**config.mk**
```make
export PLATFORM = sky130hd
export DESIGN_NAME = vga_frame_sched
export DESIGN_NICKNAME = d
export VERILOG_FILES = /design/src/rtl/vga_pkg.sv /design/src/rtl/vga_debounce.sv /design/src/rtl/vga_frame_sched.sv
export SDC_FILE = /design/constraint.sdc
export NUM_CORES = 1
export LEC_CHECK = 0
export BUFFER_PORTS_ARGS = -buffer_cell sky130_fd_sc_hd__buf_4
export CORE_ASPECT_RATIO = 1.1
export CORE_MARGIN = 3
export CORE_UTILIZATION = 45
export DETAILED_ROUTE_END_ITERATION = 8
export MAX_ROUTING_LAYER = met4
export PLACE_DENSITY = 0.69
export SLEW_MARGIN = 20
export SYNTH_ARGS = -nofsm -noshare
export SYNTH_HDL_FRONTEND = slang
export SYNTH_SLANG_ARGS = --single-unit
export TNS_END_PERCENT = 30
```
**constraint.sdc**
```tcl
create_clock -name CLK_25MHZ -period 2.2 [get_ports CLK_25MHZ]
set_input_delay 0.44 -clock CLK_25MHZ [delete_from_list [all_inputs] [get_ports CLK_25MHZ]]
set_output_delay 0.44 -clock CLK_25MHZ [all_outputs]
set_load 0.02 [all_outputs]
```
**src/rtl/vga_pkg.sv**
```systemverilog
// Shared VGA timing defaults (640x480@60, 25 MHz pixel clock) and scheduler state type.
package vga_pkg;

   localparam int DEF_H_ACTIVE        = 640;
   localparam int DEF_H_FP            = 16;
   localparam int DEF_H_SYNC          = 96;
   localparam int DEF_H_BP            = 48;
   localparam int DEF_V_ACTIVE        = 480;
   localparam int DEF_V_FP            = 10;
   localparam int DEF_V_SYNC          = 2;
   localparam int DEF_V_BP            = 33;
   localparam int DEF_DEBOUNCE_CYCLES = 250000;

   localparam int H_TOTAL = DEF_H_ACTIVE + DEF_H_FP + DEF_H_SYNC + DEF_H_BP;
   localparam int V_TOTAL = DEF_V_ACTIVE + DEF_V_FP + DEF_V_SYNC + DEF_V_BP;

   typedef enum logic {
      S_IDLE = 1'b0,
      S_REQ  = 1'b1
   } sched_state_t;

endpackage

```
**src/rtl/vga_debounce.sv**
```systemverilog
// Level debouncer: output follows the input only after CYCLES consecutive samples at the new level.
module vga_debounce
   import vga_pkg::*;
#(
   parameter int CYCLES = DEF_DEBOUNCE_CYCLES
)(
   input  logic clk,
   input  logic rst,
   input  logic din,
   output logic dout
);

   localparam int            CW   = $clog2(CYCLES + 1);
   localparam logic [CW-1:0] LAST = CW'(CYCLES - 1);

   logic [CW-1:0] cnt;

   always_ff @(posedge clk) begin
      if (rst) begin
         cnt  <= '0;
         dout <= 1'b0;
      end else if (din == dout) begin
         cnt <= '0;
      end else if (cnt == LAST) begin
         cnt  <= '0;
         dout <= din;
      end else begin
         cnt <= cnt + CW'(1);
      end
   end

endmodule

```
**src/rtl/vga_frame_sched.sv**
```systemverilog
// VGA timing generator plus per-frame game-update request scheduler with button capture.
// Define VGA_DEBOUNCE_EN to insert vga_debounce after the button synchronizer.
module vga_frame_sched
   import vga_pkg::*;
#(
   parameter int H_ACTIVE        = DEF_H_ACTIVE,
   parameter int H_FP            = DEF_H_FP,
   parameter int H_SYNC          = DEF_H_SYNC,
   parameter int H_BP            = DEF_H_BP,
   parameter int V_ACTIVE        = DEF_V_ACTIVE,
   parameter int V_FP            = DEF_V_FP,
   parameter int V_SYNC          = DEF_V_SYNC,
   parameter int V_BP            = DEF_V_BP,
   parameter int DEBOUNCE_CYCLES = DEF_DEBOUNCE_CYCLES
)(
   input  logic       CLK_25MHZ,
   input  logic       RESET,
   input  logic       BTN,
   output logic       VGA_HSYNC,
   output logic       VGA_VSYNC,
   output logic       VGA_DE,
   output logic [9:0] X,
   output logic [9:0] Y,
   output logic       FRAME_START,
   output logic       UPD_REQ,
   input  logic       UPD_ACK,
   output logic       UPD_BTN,
   output logic       UPD_OVERRUN
);

   localparam logic [9:0] H_LAST = 10'(H_ACTIVE + H_FP + H_SYNC + H_BP - 1);
   localparam logic [9:0] V_LAST = 10'(V_ACTIVE + V_FP + V_SYNC + V_BP - 1);
   localparam logic [9:0] H_VIS  = 10'(H_ACTIVE);
   localparam logic [9:0] V_VIS  = 10'(V_ACTIVE);
   localparam logic [9:0] HS_BEG = 10'(H_ACTIVE + H_FP);
   localparam logic [9:0] HS_END = 10'(H_ACTIVE + H_FP + H_SYNC - 1);
   localparam logic [9:0] VS_BEG = 10'(V_ACTIVE + V_FP);
   localparam logic [9:0] VS_END = 10'(V_ACTIVE + V_FP + V_SYNC - 1);

   // running is low for the first post-reset edge so position 0,0 is shown first
   logic       running;
   logic [9:0] h_nxt, v_nxt;

   always_comb begin
      h_nxt = '0;
      v_nxt = '0;
      if (running) begin
         if (X == H_LAST) begin
            h_nxt = '0;
            v_nxt = (Y == V_LAST) ? '0 : Y + 10'd1;
         end else begin
            h_nxt = X + 10'd1;
            v_nxt = Y;
         end
      end
   end

   always_ff @(posedge CLK_25MHZ) begin
      if (RESET) begin
         running     <= 1'b0;
         X           <= '0;
         Y           <= '0;
         VGA_DE      <= 1'b0;
         VGA_HSYNC   <= 1'b1;
         VGA_VSYNC   <= 1'b1;
         FRAME_START <= 1'b0;
      end else begin
         running     <= 1'b1;
         X           <= h_nxt;
         Y           <= v_nxt;
         VGA_DE      <= (h_nxt < H_VIS) && (v_nxt < V_VIS);
         VGA_HSYNC   <= !((h_nxt >= HS_BEG) && (h_nxt <= HS_END));
         VGA_VSYNC   <= !((v_nxt >= VS_BEG) && (v_nxt <= VS_END));
         FRAME_START <= (h_nxt == '0) && (v_nxt == '0);
      end
   end

   logic btn_s1, btn_s2, btn_c, btn_c_d, press;

   always_ff @(posedge CLK_25MHZ) begin
      if (RESET) begin
         btn_s1  <= 1'b0;
         btn_s2  <= 1'b0;
         btn_c_d <= 1'b0;
      end else begin
         btn_s1  <= BTN;
         btn_s2  <= btn_s1;
         btn_c_d <= btn_c;
      end
   end

`ifdef VGA_DEBOUNCE_EN
   vga_debounce #(.CYCLES(DEBOUNCE_CYCLES)) u_debounce (
      .clk  (CLK_25MHZ),
      .rst  (RESET),
      .din  (btn_s2),
      .dout (btn_c)
   );
`else
   assign btn_c = btn_s2;
`endif

   assign press = btn_c & ~btn_c_d;

   // On request entry the pending press moves into UPD_BTN; later presses start a fresh flag
   sched_state_t state, state_nxt;
   logic         pend, pend_nxt, upd_btn_nxt;
   logic         at_origin, at_req_line;

   assign at_origin   = running && (X == '0) && (Y == '0);
   assign at_req_line = running && (X == '0) && (Y == V_VIS);

   always_comb begin
      state_nxt   = state;
      pend_nxt    = pend | press;
      upd_btn_nxt = UPD_BTN;
      UPD_OVERRUN = 1'b0;
      case (state)
         S_IDLE: begin
            if (at_req_line) begin
               state_nxt   = S_REQ;
               upd_btn_nxt = pend;
               pend_nxt    = press;
            end
         end
         S_REQ: begin
            if (UPD_ACK) begin
               state_nxt   = S_IDLE;
               upd_btn_nxt = 1'b0;
            end else if (at_origin) begin
               state_nxt   = S_IDLE;
               upd_btn_nxt = 1'b0;
               pend_nxt    = pend | press | UPD_BTN;
               UPD_OVERRUN = 1'b1;
            end
         end
         default: state_nxt = S_IDLE;
      endcase
   end

   always_ff @(posedge CLK_25MHZ) begin
      if (RESET) begin
         state   <= S_IDLE;
         pend    <= 1'b0;
         UPD_BTN <= 1'b0;
      end else begin
         state   <= state_nxt;
         pend    <= pend_nxt;
         UPD_BTN <= upd_btn_nxt;
      end
   end

   assign UPD_REQ = (state == S_REQ);

endmodule

```
* Word-level counts from Yosys, hierarchy flattened *
Cells that the tools add are included.

word-level totals
  word-level logic and storage cells = 66
  register bits after elaboration = 31
  output and inout bits = 27

cells by class
  order comparisons = 6
  reductions and logical operators = 14
  bitwise gates (word level) = 5
  add/subtract/negate cells = 2
  mux-type cells = 21
  eq/ne operators = 5

operators with widths
  cell                                                                           number
  10-bit two-way mux                                                             5
  10-bit zero test                                                               4
  10-bit by 1-bit adder with 10-bit output, second input constant                2
  10-bit equality test, second input constant                                    2
  1-bit two-way mux                                                              13
  10-bit by 9-bit equality test with 1-bit output, second input constant         1
  10-bit >= comparator, second input constant                                    1
  10-bit by 9-bit >= comparator with 1-bit output, second input constant         1
  10-bit <= comparator, second input constant                                    1
  10-bit by 9-bit <= comparator with 1-bit output, second input constant         1
  10-bit less-than comparator, second input constant                             1
  10-bit by 9-bit less-than comparator with 1-bit output, second input constant  1
  1-bit logical AND                                                              7
  1-bit case mux with 2 select lines                                             3
  3-bit by 2-bit != test with 1-bit output, second input constant                1
  1-bit zero test                                                                2
  2-bit != test, second input constant                                           1
  1-bit NOT                                                                      2
  1-bit bitwise OR                                                               2
  2-bit AND reduction                                                            1
  1-bit AND                                                                      1

* Depth between registers and ports, before layout *
Gate-level depths: netlist of the first run.

  depth in word-level cells = 7
  gate-level depth with buffers = 8
  mapped depth without buffers = 8

* Worst setup path before layout of the first run *
No wires, ideal clock.

  kind = register to output
  from = register Y[7]
  to = output port UPD_OVERRUN
  slack = -186 ps
  path buffers = 0
  arrival = 1946 ps
  stages on the path, launching flop included = 5
  cells stage by stage = dfxtp_1 > or4_1 > or2_1 > or3_1 > nor3b_2

between the ends
  cells in the longest elaborated chain, start to end = 5

ends and longest elaborated chain
  item                    RTL line                source
  start, declared         vga_frame_sched.sv:23   output logic [9:0] Y,
  start signal, assigned  vga_frame_sched.sv:70   Y <= v_nxt;
  10-bit zero test        vga_frame_sched.sv:110  assign at_origin = running && (X == '0) && (Y == '0);
  1-bit logical AND       vga_frame_sched.sv:110
  1-bit two-way mux       vga_frame_sched.sv:130  end else if (at_origin) begin
  1-bit two-way mux       vga_frame_sched.sv:127  if (UPD_ACK) begin
  1-bit two-way mux       vga_frame_sched.sv:118  case (state)
  end, declared           vga_frame_sched.sv:28   output logic UPD_OVERRUN

No other way between the ends.

* Final worst setup path of the first run *
  from = register Y[4]
  to = output port UPD_OVERRUN

Same word-level chain as after synthesis.

==> results of run 1 <==
-- report_power, final --
group / leakage, nW / internal [mW] / total [mW] / switching, mW
registers: 0.254 / 0.568 / 0.571 / 0.00301
logic: 0.660 / 0.0297 / 0.0680 / 0.0383
clock network: 0.0594 / 0.320 / 0.537 / 0.217
total: 0.974 / 0.918 / 1.18 / 0.258
-- registers in the layout, summed over array words and instances (netlist names) --
signal / count
btn_c: 1
VGA_DE: 1
UPD_BTN: 1
Y: 10
btn_c_d: 1
FRAME_START: 1
pend: 1
running: 1
btn_s1: 1
UPD_REQ: 1
X: 10
VGA_VSYNC: 1
VGA_HSYNC: 1
-- synthesized netlist by cell type, types with 2 or more instances --
master    instances  area share (%)
a21oi_1           7             2.0
nor4b_1           4             2.0
nand4_1          10             3.6
nor3_1            3            0.86
or4_1             3             1.3
nor2_1           33             7.1
clkbuf_1          8             1.7
nor4_4            2             2.4
nor3b_1           2            0.86
nand2_1          16             3.4
nor4_1            6             2.2
buf_6             3             1.9
inv_1             9             1.9
xnor2_1           9             4.5
ha_1              4             2.9
nor2b_1           5             1.8
nand3_1          15             4.3
dfxtp_1          31              36
o21ai_0           4             1.1
xor2_1            6             3.0
o211ai_1          2            0.86
-- metrics by stage --
stage	setup WS (ns)	std cells	TNS, ns	util [%]
finish	-0.379	317	-0.379	64.0
CTS	-0.389	317	-0.389	63.5
floorplan	-0.0738	211	-0.179	-
global placement	-0.0988	308	-0.0988	59.7
detailed placement	-0.147	308	-0.147	59.7
global route	-0.461	317	-0.545	64.0
-- layer usage --
metal  wire length (um)  vias to the layer above
met5                  0                        -
met4                 87                        0
li1                   -                      874
met3                384                        9
met2               2230                       67
met1               1860                      804
-- kinds of logic (layout without fill, tap and decap cells) --
logic type                 after synthesis  in the layout  synth area share [%]
adders and majority gates                4              4                  2.87
DFF                                     31             31                  35.6
and+or+nand+nor                        112            112                  36.5
AOI/OAI and AO/OA                       28             28                  11.7
xor gates and xnor gates                15             15                  7.53
buffers and inverters                   21             77                  5.88
-- placed cells by master (no fill, tap or decap), types with 4 or more instances in the layout --
master / netlist / final
nor4b_1: 4 / 4
clkbuf_8: 0 / 6
a21oi_1: 7 / 7
ha_1: 4 / 4
o21ai_0: 4 / 4
nand3_1: 15 / 15
inv_1: 9 / 9
buf_4: 0 / 59
xor2_1: 6 / 6
nor2_1: 33 / 33
dfxtp_1: 31 / 27
nand4_1: 10 / 10
nor4_1: 6 / 5
nand2_1: 16 / 16
nor2b_1: 5 / 5
xnor2_1: 9 / 8
-- worst max-delay path, delay by kind of cell, from the launching register on --
family / cells / cell delay [ns]
buffers and inverters: 1 / 0.15
and+or+nand+nor: 4 / 1.40
DFF: 1 / 0.32
-- area by class of cell --
cell class | count | area (um2) | area share, %
inverter | 9 | 33.8 | 1.43
sequential | 31 | 628 | 26.6
timing repair buffer | 60 | 454 | 19.3
clock inverter | 1 | 5.00 | 0.212
clock buffer | 7 | 108 | 4.56
multi-input combinational | 159 | 1070 | 45.3
tap | 50 | 62.6 | 2.65
-- repair_timing --
item,CTS,global route
resized for setup,4,4
buffers inserted,1,0
pin swaps,4,1
setup endpoints to repair,2,4
-- path summary, 6_finish.rpt --
check	start	end	slack (ns)
min	BTN	btn_s1	0.36
max	Y[4]	UPD_OVERRUN	-0.38
max reg2reg	X[5]	FRAME_START	0.06
min reg2reg	btn_s1	btn_c	0.45
==> results.json, run 1 <==
{
  "die-area_mm2": 0.00466,
  "finalCritPeriodShare_pct": 117,
  "crit_fanout": 2,
  "holdPathStages": 2,
  "grt_pass1_vias": 1643,
  "vias": 1754,
  "hold_violations": 0,
  "num_rows": 23,
  "syn_avg_cell_area_um2": 8.27,
  "crit_arrival_ns": 2.14,
  "grt_pass1_wl_um": 7730,
  "nFillCells": 350,
  "antenna_found_initial": 0,
  "drc": 0,
  "layout-drive-gt1-share_pct": 32.6,
  "finClkSkew_ns": 0.0114,
  "cts_tree": "done",
  "gp_congestion": 0.911,
  "nNetsFinal": 274,
  "whs_ns": 0.365,
  "end_kind": "primary output",
  "wl_per_cell_um": 14.4,
  "grt_remaining_overflow": 0,
  "yosysWarnings": 0,
  "cts-buffers-inserted": 5,
  "ant_nets": 0,
  "rsz0062_at_grt": "yes",
  "crit_slowest_cell": "or4_4",
  "clockRootBuffer": "clkbuf_8",
  "slew_violations": 0,
  "violations": "negative setup slack",
  "dp_hpwl_um": 3460,
  "synth_area_mm2": 0.00175,
  "max_freq_ghz": 0.388,
  "grt.busiest_layer": "met2",
  "synthesis.nets": 219,
  "fin_area_mm2": 0.00236,
  "clockBufferDepth": 2,
  "min_path_type": "primary input to flop",
  "status": "finished with violations",
  "ys_ff_latch": 31,
  "cts.sinks": 31,
  "grt_util_met3_pct": 4.39,
  "crit_required_ns": 1.76,
  "worstSetupPathType": "flop to primary output",
  "start_util_pct": 47.4,
  "ys_seq_area_share_pct": 35.6,
  "vias_per_cell": 5.53,
  "ys_async_sr_fraction_pct": 0,
  "start_kind": "flop",
  "reg2reg_depth": 6,
  "met1_usage_pct": 26.8,
  "path_cells": "or4_4 -> or2_4 -> or3_4 -> nor3b_4 -> buf_6",
  "syn_inst": 211,
  "wirelength_um": 4560,
  "clk_latency_ns": 0.29,
  "holdBufCountCts": 0,
  "p_leak_nw": 0.974,
  "dr.first_iter.drc_count": 74,
  "die_w_um": 65.4,
  "report.final.setup_viol": 1,
  "irDropWorstVdd_v": 0.000415,
  "dr.pass1.iters": 4,
  "setup_ws_ns": -0.379,
  "area_growth_pct": 35.1,
  "period_needed_ns": 2.58,
  "synth_edf_count": 0,
  "synth_ff_type": "dfxtp_1",
  "power.density_mw_per_mm2": 499,
  "ios": 31,
  "synth_cell_types": 50,
  "grt_usage_pct": 22.0,
  "io_buffers": 30,
  "grt_max_degree": 16,
  "htree_levels": 2,
  "coreArea_mm2": 0.00368,
  "maxCapViolCount": 0,
  "slew_headroom_pct": 74.1,
  "num_antenna_cells": 0,
  "slowest_delay_ns": 0.53,
  "worst_pin_slew_ns": 0.387,
  "power.total_mw": 1.18,
  "die_height_um": 71.3,
  "path_clk_slew_ns": 0.06,
  "placed_area_mm2": 0.00220,
  "use_met2_pct": 35.9
}
Note: power is estimated with default switching activity, not from simulation.
==> run 2: changes to the inputs <==
Settings changed: CORE_UTILIZATION 45 to 29, MAX_ROUTING_LAYER met4 to unset, PLACE_DENSITY 0.69 to unset.
==> run 2 against run 1 <==
  * The run still ends with negative setup slack left
  * Critical path depth did not move
  * Via count unchanged
  * Highest routed layer unchanged
  * Clock power fell by 19%
  * Global-route usage shrank 7.4 points
  * Flip-flop and latch count is the same
  * Routed wire length increased by 7.4%
==> results.json, run 2 (synthesis gave the netlist of run 1 again) <==
{
  "crit_arrival_ns": 2.12,
  "whs_ns": 0.376,
  "worstSetupPathType": "flop to primary output",
  "period_needed_ns": 2.56,
  "finalCritPeriodShare_pct": 116,
  "rsz0062_at_grt": "yes",
  "wl_per_cell_um": 14.1,
  "ant_nets": 0,
  "setup_ws_ns": -0.355,
  "dp_hpwl_um": 3780,
  "grt_max_degree": 16,
  "worst_pin_slew_ns": 0.388,
  "nNetsFinal": 277,
  "power.density_mw_per_mm2": 450,
  "clk_latency_ns": 0.28,
  "cts-buffers-inserted": 5,
  "die_w_um": 80.0,
  "ios": 31,
  "hold_start": "BTN",
  "io_buffers": 30,
  "final.setup.tns_ns": -0.355,
  "maxCapViolCount": 0,
  "wirelength_um": 4900,
  "end_kind": "primary output",
  "clockRootBuffer": "clkbuf_8",
  "hold_end": "btn_s1",
  "grt_pass1_vias": 1741,
  "max_freq_ghz": 0.391,
  "min_path_type": "primary input to flop",
  "vias_per_cell": 5.05,
  "finClkSkew_ns": 0.00670,
  "antenna_found_initial": 0,
  "gp_congestion": 0.948,
  "slew_headroom_pct": 74.0,
  "dr.first_iter.drc_count": 106,
  "die-area_mm2": 0.00699,
  "area_growth_pct": 36.8,
  "irDropWorstVdd_v": 0.000193,
  "p_leak_nw": 0.970,
  "num_antenna_cells": 0,
  "reg2reg_to": "FRAME_START",
  "htree_levels": 2,
  "vias": 1754,
  "grt_remaining_overflow": 0,
  "final_common_cell": "buf_4",
  "reg2reg_slack_ns": 0.02,
  "holdPathStages": 2,
  "hold_violations": 0,
  "die_height_um": 87.4,
  "grt_pass1_wl_um": 8090,
  "grt_usage_pct": 14.7,
  "drc": 0,
  "start_kind": "flop",
  "dr.pass1.iters": 4,
  "crit_required_ns": 1.76,
  "crit_fanout": 2,
  "power.total_mw": 1.07,
  "reg2reg_depth": 6,
  "report.final.setup_viol": 1,
  "violations": "negative setup slack",
  "path_clk_slew_ns": 0.07,
  "cts_tree": "done",
  "rr_startpoint": "X[5]",
  "layout_common_cells": "61 x buf_4, 33 x nor2_1, 27 x dfxtp_1",
  "status": "finished with violations",
  "layout-drive-gt1-share_pct": 33.0,
  "cts.sinks": 31,
  "slew_violations": 0,
  "clockBufferDepth": 2,
  "num_rows": 29,
  "reg.largest.list": "X: 10 flops, Y: 10 flops",
  "start_util_pct": 30.1,
  "coreArea_mm2": 0.00581
}
==> run 2: through the flow <==
step           utilization (%)  cell area (um2)  cells  setup slack (ns)
2_1_floorplan                -             1760    211           -0.0738
5_1_grt                   41.1             2390    347            -0.434
6_report                  41.1             2390    347            -0.355
3_3_place_gp              38.9             2260    338            -0.118
3_5_place_dp              38.9             2260    338            -0.131
4_1_cts                   40.7             2360    347            -0.367
==> run 2: critical path, stage by stage (launching register included) <==
cell and delay [ns]:
dfxtp_2 0.32, or4_4 0.53, or2_1 0.26, or3_4 0.39
nor3b_4 0.20, buf_6 0.14
==> run 2: what timing repair did <==
action | 4_1_cts | 5_1_grt
hold buffers | 0 | 0
gates resized for setup | 3 | 7
buffers inserted | 1 | 0
endpoints found under the setup margin | 2 | 5
pin swaps | 4 | 1
==> run 2: how the worst max path moves through the flow <==
stage               startpoint           to  slack (ns)  cells past startpoint
floorplan                 Y[6]  UPD_OVERRUN       -0.07                      4
global placement          Y[6]  UPD_OVERRUN       -0.12                      5
detailed placement        Y[6]  UPD_OVERRUN       -0.13                      5
CTS                       Y[4]  UPD_OVERRUN       -0.37                      5
global route              Y[4]  UPD_OVERRUN       -0.43                      5
finish                    Y[4]  UPD_OVERRUN       -0.36                      5
==> run 2: final cells by class <==
type                       count  area, um2
fill                         601       3420
multi-input combinational    159       1070
sequential                    31        628
timing repair buffer          63        480
tap                           77       96.3
clock buffer                   7       76.3
inverter                       9       33.8
clock inverter                 1       5.00
==> run 2: metal layers <==
layer	global-route usage, %	vias up	wire (um)
li1	-	875	-
met1	18.3	826	2260
met2	25.0	45	2350
met5	0	-	0
met4	4.30	0	61
met3	3.42	8	233
==> run 2: power by group <==
group	switching [mW]	leakage (nW)	internal [mW]
Combinational	0.0388	0.673	0.0293
Sequential	0.00343	0.254	0.568
Clock	0.213	0.0422	0.222
